===== config.mk =====
export PLATFORM = sky130hd
export DESIGN_NAME = mod_updown_counter
export DESIGN_NICKNAME = d
export VERILOG_FILES = /design/src/rtl/mod_updown_counter.sv
export SDC_FILE = /design/constraint.sdc
export NUM_CORES = 1
export LEC_CHECK = 0
export CORE_AREA = 2 2 39 41
export DETAILED_ROUTE_END_ITERATION = 12
export DIE_AREA = 0 0 41 43
export PLACE_DENSITY = 0.65
export SETUP_SLACK_MARGIN = 0.1
export SLEW_MARGIN = 20
export SYNTH_ARGS = -nofsm -noshare
export SYNTH_HDL_FRONTEND = slang
export SYNTH_SLANG_ARGS = --single-unit

===== constraint.sdc =====
create_clock -name clk -period 1.7 [get_ports clk]
set_input_delay 0.255 -clock clk [delete_from_list [all_inputs] [get_ports clk]]
set_output_delay 0.255 -clock clk [all_outputs]
set_load 0.05 [all_outputs]

===== src/rtl/mod_updown_counter.sv =====
// mod_updown_counter: synchronous up/down modulo counter with clear, load,
// enable, terminal count and wrap indication. Successor to the 4-bit ripple
// counter; every flop is on clk so `count` is glitch-free.
//
// Optional feature macro: MOD_UPDOWN_COUNTER_PRESCALE_EN
//   When defined, adds parameter PRESCALE and an enable prescaler so the
//   counter steps once per PRESCALE enabled edges.
//
// Ports:
//   clk          rising-edge clock
//   rstn         asynchronous active-low reset
//   en           count enable
//   up_dn        direction, 1 = up, 0 = down
//   clr          synchronous clear to 0 (highest priority)
//   load         synchronous parallel load (clamped to MODULUS-1)
//   load_val     value taken on load
//   count        registered count value
//   tc           terminal count, combinational from registered state
//   wrap         one-cycle registered pulse following a wrapping edge
//   wrap_sticky  set on any wrap, cleared by clr or reset
`timescale 1ns/1ps
module mod_updown_counter #(
   parameter int unsigned     WIDTH     = 4,
   parameter longint unsigned MODULUS   = 16,
   parameter int unsigned     RESET_VAL = 0
`ifdef MOD_UPDOWN_COUNTER_PRESCALE_EN
   ,
   parameter int unsigned     PRESCALE  = 4
`endif
) (
   input  logic             clk,
   input  logic             rstn,
   input  logic             en,
   input  logic             up_dn,
   input  logic             clr,
   input  logic             load,
   input  logic [WIDTH-1:0] load_val,
   output logic [WIDTH-1:0] count,
   output logic             tc,
   output logic             wrap,
   output logic             wrap_sticky
);

   // One extra bit so MODULUS = 2^WIDTH is representable in comparisons
   localparam int unsigned    CW      = WIDTH + 1;
   localparam logic [CW-1:0]  MOD_EXT = CW'(MODULUS);
   localparam logic [CW-1:0]  MAX_EXT = CW'(MODULUS - 64'd1);
   localparam logic [WIDTH-1:0] MAX_VAL = MAX_EXT[WIDTH-1:0];
   localparam logic [WIDTH-1:0] RST_VAL = WIDTH'(RESET_VAL);

   logic [WIDTH-1:0] count_q, count_d;
   logic             wrap_q, wrap_d;
   logic             sticky_q, sticky_d;
   logic [CW-1:0]    count_ext_c;
   logic [CW-1:0]    load_ext_c;
   logic             at_max_c;
   logic             at_zero_c;
   logic             wrap_hit_c;
   logic             tick_c;

`ifdef MOD_UPDOWN_COUNTER_PRESCALE_EN
   localparam int unsigned   PW       = (PRESCALE > 1) ? $clog2(PRESCALE) : 1;
   localparam logic [PW-1:0] PRE_LAST = PW'(PRESCALE - 1);

   logic [PW-1:0] pre_q, pre_d;

   // Counter may only step on the last prescaler phase
   assign tick_c = (pre_q == PRE_LAST);
`else
   assign tick_c = 1'b1;
`endif

   // Boundary detection in the widened domain, never via natural overflow
   assign count_ext_c = {1'b0, count_q};
   assign load_ext_c  = {1'b0, load_val};
   assign at_max_c    = (count_ext_c == MAX_EXT);
   assign at_zero_c   = (count_q == '0);
   assign wrap_hit_c  = up_dn ? at_max_c : at_zero_c;

   assign tc          = wrap_hit_c & tick_c;
   assign count       = count_q;
   assign wrap        = wrap_q;
   assign wrap_sticky = sticky_q;

   // Next-state: clr > load > en > hold
   always_comb begin
      count_d  = count_q;
      wrap_d   = 1'b0;
      sticky_d = sticky_q;
`ifdef MOD_UPDOWN_COUNTER_PRESCALE_EN
      pre_d    = pre_q;
`endif
      if (clr) begin
         count_d  = '0;
         sticky_d = 1'b0;
`ifdef MOD_UPDOWN_COUNTER_PRESCALE_EN
         pre_d    = '0;
`endif
      end else if (load) begin
         count_d = (load_ext_c < MOD_EXT) ? load_val : MAX_VAL;
`ifdef MOD_UPDOWN_COUNTER_PRESCALE_EN
         pre_d   = '0;
`endif
      end else if (en) begin
`ifdef MOD_UPDOWN_COUNTER_PRESCALE_EN
         pre_d = tick_c ? '0 : pre_q + PW'(1);
`endif
         if (tick_c) begin
            if (wrap_hit_c) begin
               count_d  = up_dn ? '0 : MAX_VAL;
               wrap_d   = 1'b1;
               sticky_d = 1'b1;
            end else begin
               count_d = up_dn ? count_q + WIDTH'(1) : count_q - WIDTH'(1);
            end
         end
      end
   end

   // State registers
   always_ff @(posedge clk or negedge rstn) begin
      if (!rstn) begin
         count_q  <= RST_VAL;
         wrap_q   <= 1'b0;
         sticky_q <= 1'b0;
`ifdef MOD_UPDOWN_COUNTER_PRESCALE_EN
         pre_q    <= '0;
`endif
      end else begin
         count_q  <= count_d;
         wrap_q   <= wrap_d;
         sticky_q <= sticky_d;
`ifdef MOD_UPDOWN_COUNTER_PRESCALE_EN
         pre_q    <= pre_d;
`endif
      end
   end

endmodule


### Word-level counts from Yosys, hierarchy flattened

Cells that the tools add are included.

* magnitude comparators: 1
* reduce and logical (&&, ||, !) cells: 5
* muxes and demuxes: 16
* equality and inequality tests: 2
* add/sub/neg operators: 2

Operator list (count)
* 4-bit two-way mux: 7
* 1-bit two-way mux: 9
* 4-bit by 5-bit less-than comparator with 1-bit output, second input constant: 1
* 4-bit by 1-bit adder with 4-bit output, second input constant: 1
* 4-bit equality test, second input constant: 1
* 4-bit logical NOT: 1
* 2-bit nonzero test: 2
* 4-bit by 1-bit subtractor with 4-bit output, second input constant: 1
* 3-bit AND reduction: 1
* 3-bit nonzero test: 1
* 2-bit inequality test, second input constant: 1

* word-level logic and storage cells: 29
* register bits: 6
* bits of input ports: 10
* output and inout port bits: 7

### Longest topological paths before layout

* depth in word-level cells: 6
* depth in mapped cells: 6
* gate-level depth less buffers: 6

### Least setup slack after synthesis

No wires, ideal clock.

* path kind: register -> output
* start: register count_q[1] (netlist: count[1])
* end: output port tc
* buffers on the path: 0
* cell stages (with the launch flop): 4
* data arrival time: 1682 ps
* data required time: 1445 ps
* setup slack: -237 ps
* cells stage by stage: dfrtp_1 > or4_4 > nand2b_4 > nand2_1

* cells in the longest elaborated chain, start to end: 2
* elaborated cells on any way between the ends: 3
* classes of those cells: eq/ne: 1; mux: 1; reduce/logical: 1

Ends and longest elaborated chain
* from (decl): RTL line 51 `logic [WIDTH-1:0] count_q, count_d;`
* from (signal assigned): RTL line 130 `count_q <= count_d;`
* 4-bit equality test or 4-bit logical NOT (tied branches): RTL line 76, 77
* 1-bit two-way mux (*): RTL line 78 `assign wrap_hit_c = up_dn ? at_max_c : at_zero_c;`
* to (decl): RTL line 39 `output logic tc,`

Mark *: on every way between the ends. The rest lies on a longest branch, timed or not.

### Worst setup path after layout

* start: register count_q[3] (netlist: count[3])
* end: output port tc

Same word-level chain as after synthesis.

==> out/metrics.yaml <==
status:
  status: "complete, but fails checks"
  violations: "setup timing"
synthesis:
  synth_ff_type: "dfrtp_1"
  syn_nets: 62
  ys_warn_count: 0
  synth_edf_count: 0
  yosysUniqueCellTypes: 24
  synth-seq-area-share: 0.346
  avgSynthCellArea_um2: 8.86
  syn_inst: 49
  async_flop_share: 1.00
  synth-seq-cells: 6
  netlist_area_um2: 434
global_routing:
  antenna_found_initial: 0
  grt_pass1_vias: 409
  gr-total-overflow: 0
  grtUsageTotal: 0.139
  grt_pass1_wl_um: 1660
  grt_max_degree: 10
route:
  wl_met2_um: 516
  highest-signal-layer: "met3"
  postRouteAntennaNets: 0
  drt_iter0_markers: 6
  met1_length_um: 459
  drt-vias-per-instance: 4.66
  drt-total-wl_um: 1010
  vias: 424
  wire_per_inst_um: 11.1
  dr_wl_met3_um: 35
  drc_errors: 0
  firstDrtPassIters: 2
setup_path:
  cp-end-kind: "primary output"
  crit_arrival_ns: 1.53
  crit_start: "count[3]$_DFFE_PN0P_"
  cp-start-kind: "register"
  r2r_slack_ns: 0.01
  r2r_cells: 5
  critPathKind: "reg2out"
  worst_ep_required_time_ns: 1.44
  crit_path_max_fanout: 3
  r2r_end: "wrap_sticky$_DFFE_PN0P_"
  crit-reg2reg-launch: "count[3]$_DFFE_PN0P_"
cts:
  clk_latency_ns: 0.24
  cts.sinks: 6
  clkSlewWorstSetupHoldPaths_ns: 0.04
  tritoncts: "done"
  cts_made_buffers: 3
  cts_max_path_buffers: 2
  htree_levels: 1
  cts_root_buf: "clkbuf_4"
  cts_hold_buf: 0
sta:
  finalHoldViolCount: 0
  hold_ws_ns: 0.244
  fin_ws_ns: -0.0872
  min_period_ns: 1.79
  tightest_slew_ns: 0.252
  drv_slew: 0
  relSlewSlack: 0.831
  rsz0062_at_grt: "true"
  skew_ns: 0.00421
  fmax_ghz: 0.560
  fin_crit_sh: 1.05
  finalSetupViolCount: 1
place:
  io_buffers: 16
  gp_congestion: 0.750
  dp_hpwl_um: 778
floorplan:
  die_w_um: 41
  start_util: 0.314
  core_area_um2: 1380
  ios: 17
  dieArea_um2: 1760
  rows: 14
  die_h_um: 43
power_and_ir_drop:
  p_per_area_nw_per_um2: 708
  peakVddDrop_mv: 0.322
  total_power_uw: 495
  p_leak_nw: 0.330
layout:
  drive_gt1_frac: 0.373
  nets: 90
  antenna_cells: 0
  area.growth.synth_to_final_pct: 61.1
  fillers: 141
job:
  maxCapViolations: 0
min_path:
  hold_class: "in2async"
[cell usage in the layout (no fill, tap or decap), drive strengths merged]
master	synthesis	layout
a221oi	1	1
nand2	3	3
clkdlybuf4s50	0	8
nor2b	1	1
a21o	1	1
nand2b	1	1
o21ai	2	2
ha	2	2
buf	0	15
xnor2	2	2
or4	1	1
nor3	2	2
a31oi	1	1
a21oi	7	7
dlygate4sd2	0	1
nand3	1	1
clkbuf	1	3
nor3b	1	1
fa	1	1
a211o	1	1
and4	1	1
o31ai	1	1
xor2	2	2
inv	6	6
nor2	4	4
dfrtp	6	6
[per-stage QoR]
step           TNS [ns]  worst slack (ns)  cell area (µm²)  instances   util
2_1_floorplan         0            0.0123              442         49      -
3_3_place_gp     -0.998            -0.195              643         84  0.465
3_5_place_dp      -1.11            -0.220              643         84  0.465
4_1_cts          -0.117           -0.0908              684         89  0.495
5_1_grt          -0.139            -0.121              699         91  0.505
6_report        -0.0872           -0.0872              699         91  0.505
[cell usage after synthesis, drive strengths merged (2+ instances only)]
| cell | instances | area [µm²] |
|---|---|---|
| nand2 | 3 | 11.3 |
| dfrtp | 6 | 150 |
| xor2 | 2 | 17.5 |
| ha | 2 | 25.0 |
| o21ai | 2 | 10.0 |
| inv | 6 | 22.5 |
| nor3 | 2 | 10.0 |
| a21oi | 7 | 38.8 |
| nor2 | 4 | 15.0 |
| xnor2 | 2 | 17.5 |
[state kept, by name, indices dropped and copies added (netlist names)]
| name | count |
|---|---|
| wrap | 1 |
| wrap_sticky | 1 |
| count | 4 |
[how the worst max path moves through the flow]
| stage | slack, ns | depth (start not counted) | to |
|---|---|---|---|
| 3_3_place_gp | -0.19 | 5 | wrap_sticky$_DFFE_PN0P_ |
| 3_5_place_dp | -0.22 | 5 | wrap_sticky$_DFFE_PN0P_ |
| 2_1_floorplan | 0.01 | 4 | wrap_sticky$_DFFE_PN0P_ |
| 5_1_grt | -0.12 | 4 | tc |
| 4_1_cts | -0.09 | 4 | tc |
| 6_report | -0.09 | 4 | tc |
[where the power goes]
part           switching (mW)  total (mW)  leakage, nW  internal, mW
Combinational           0.109       0.204        0.242        0.0950
Sequential            0.00923       0.163       0.0741         0.154
Clock                  0.0481       0.128       0.0138        0.0796
Total                   0.166       0.495        0.330         0.329
[logic make-up after synthesis]
logic type / synth area share
simple gates: 0.207
flops: 0.346
buf+inv: 0.0605
fa+ha+maj: 0.104
xor+xnor: 0.0807
compound gates: 0.202
[final cells by class]
| cell class | count | area (µm²) | share of cell area |
|---|---|---|---|
| tap | 16 | 20.0 | 0.0286 |
| inverter | 6 | 22.5 | 0.0322 |
| multi-input combinational | 36 | 265 | 0.379 |
| timing repair buffer | 24 | 214 | 0.306 |
| clock buffer | 3 | 22.5 | 0.0322 |
| sequential | 6 | 155 | 0.222 |
[routing by layer]
layer / global-route usage / vias to the layer above
met5: 0 / -
met4: 0.0400 / 0
met3: 0.0471 / 0
met2: 0.216 / 9
met1: 0.175 / 191
li1: - / 224
[critical path, stage by stage, from the launching register on]
cell and delay (ns):
dfrtp_2 0.39, or4_4 0.52, nand2b_4 0.17, nand2_4 0.07, buf_12 0.13
[repair_timing]
item                       4_1_cts  5_1_grt
setup buffers                    2        2
resized for setup                2        0
setup endpoints to repair        6        4
pin swaps                        3        4
(Power assumes the default switching activity.)
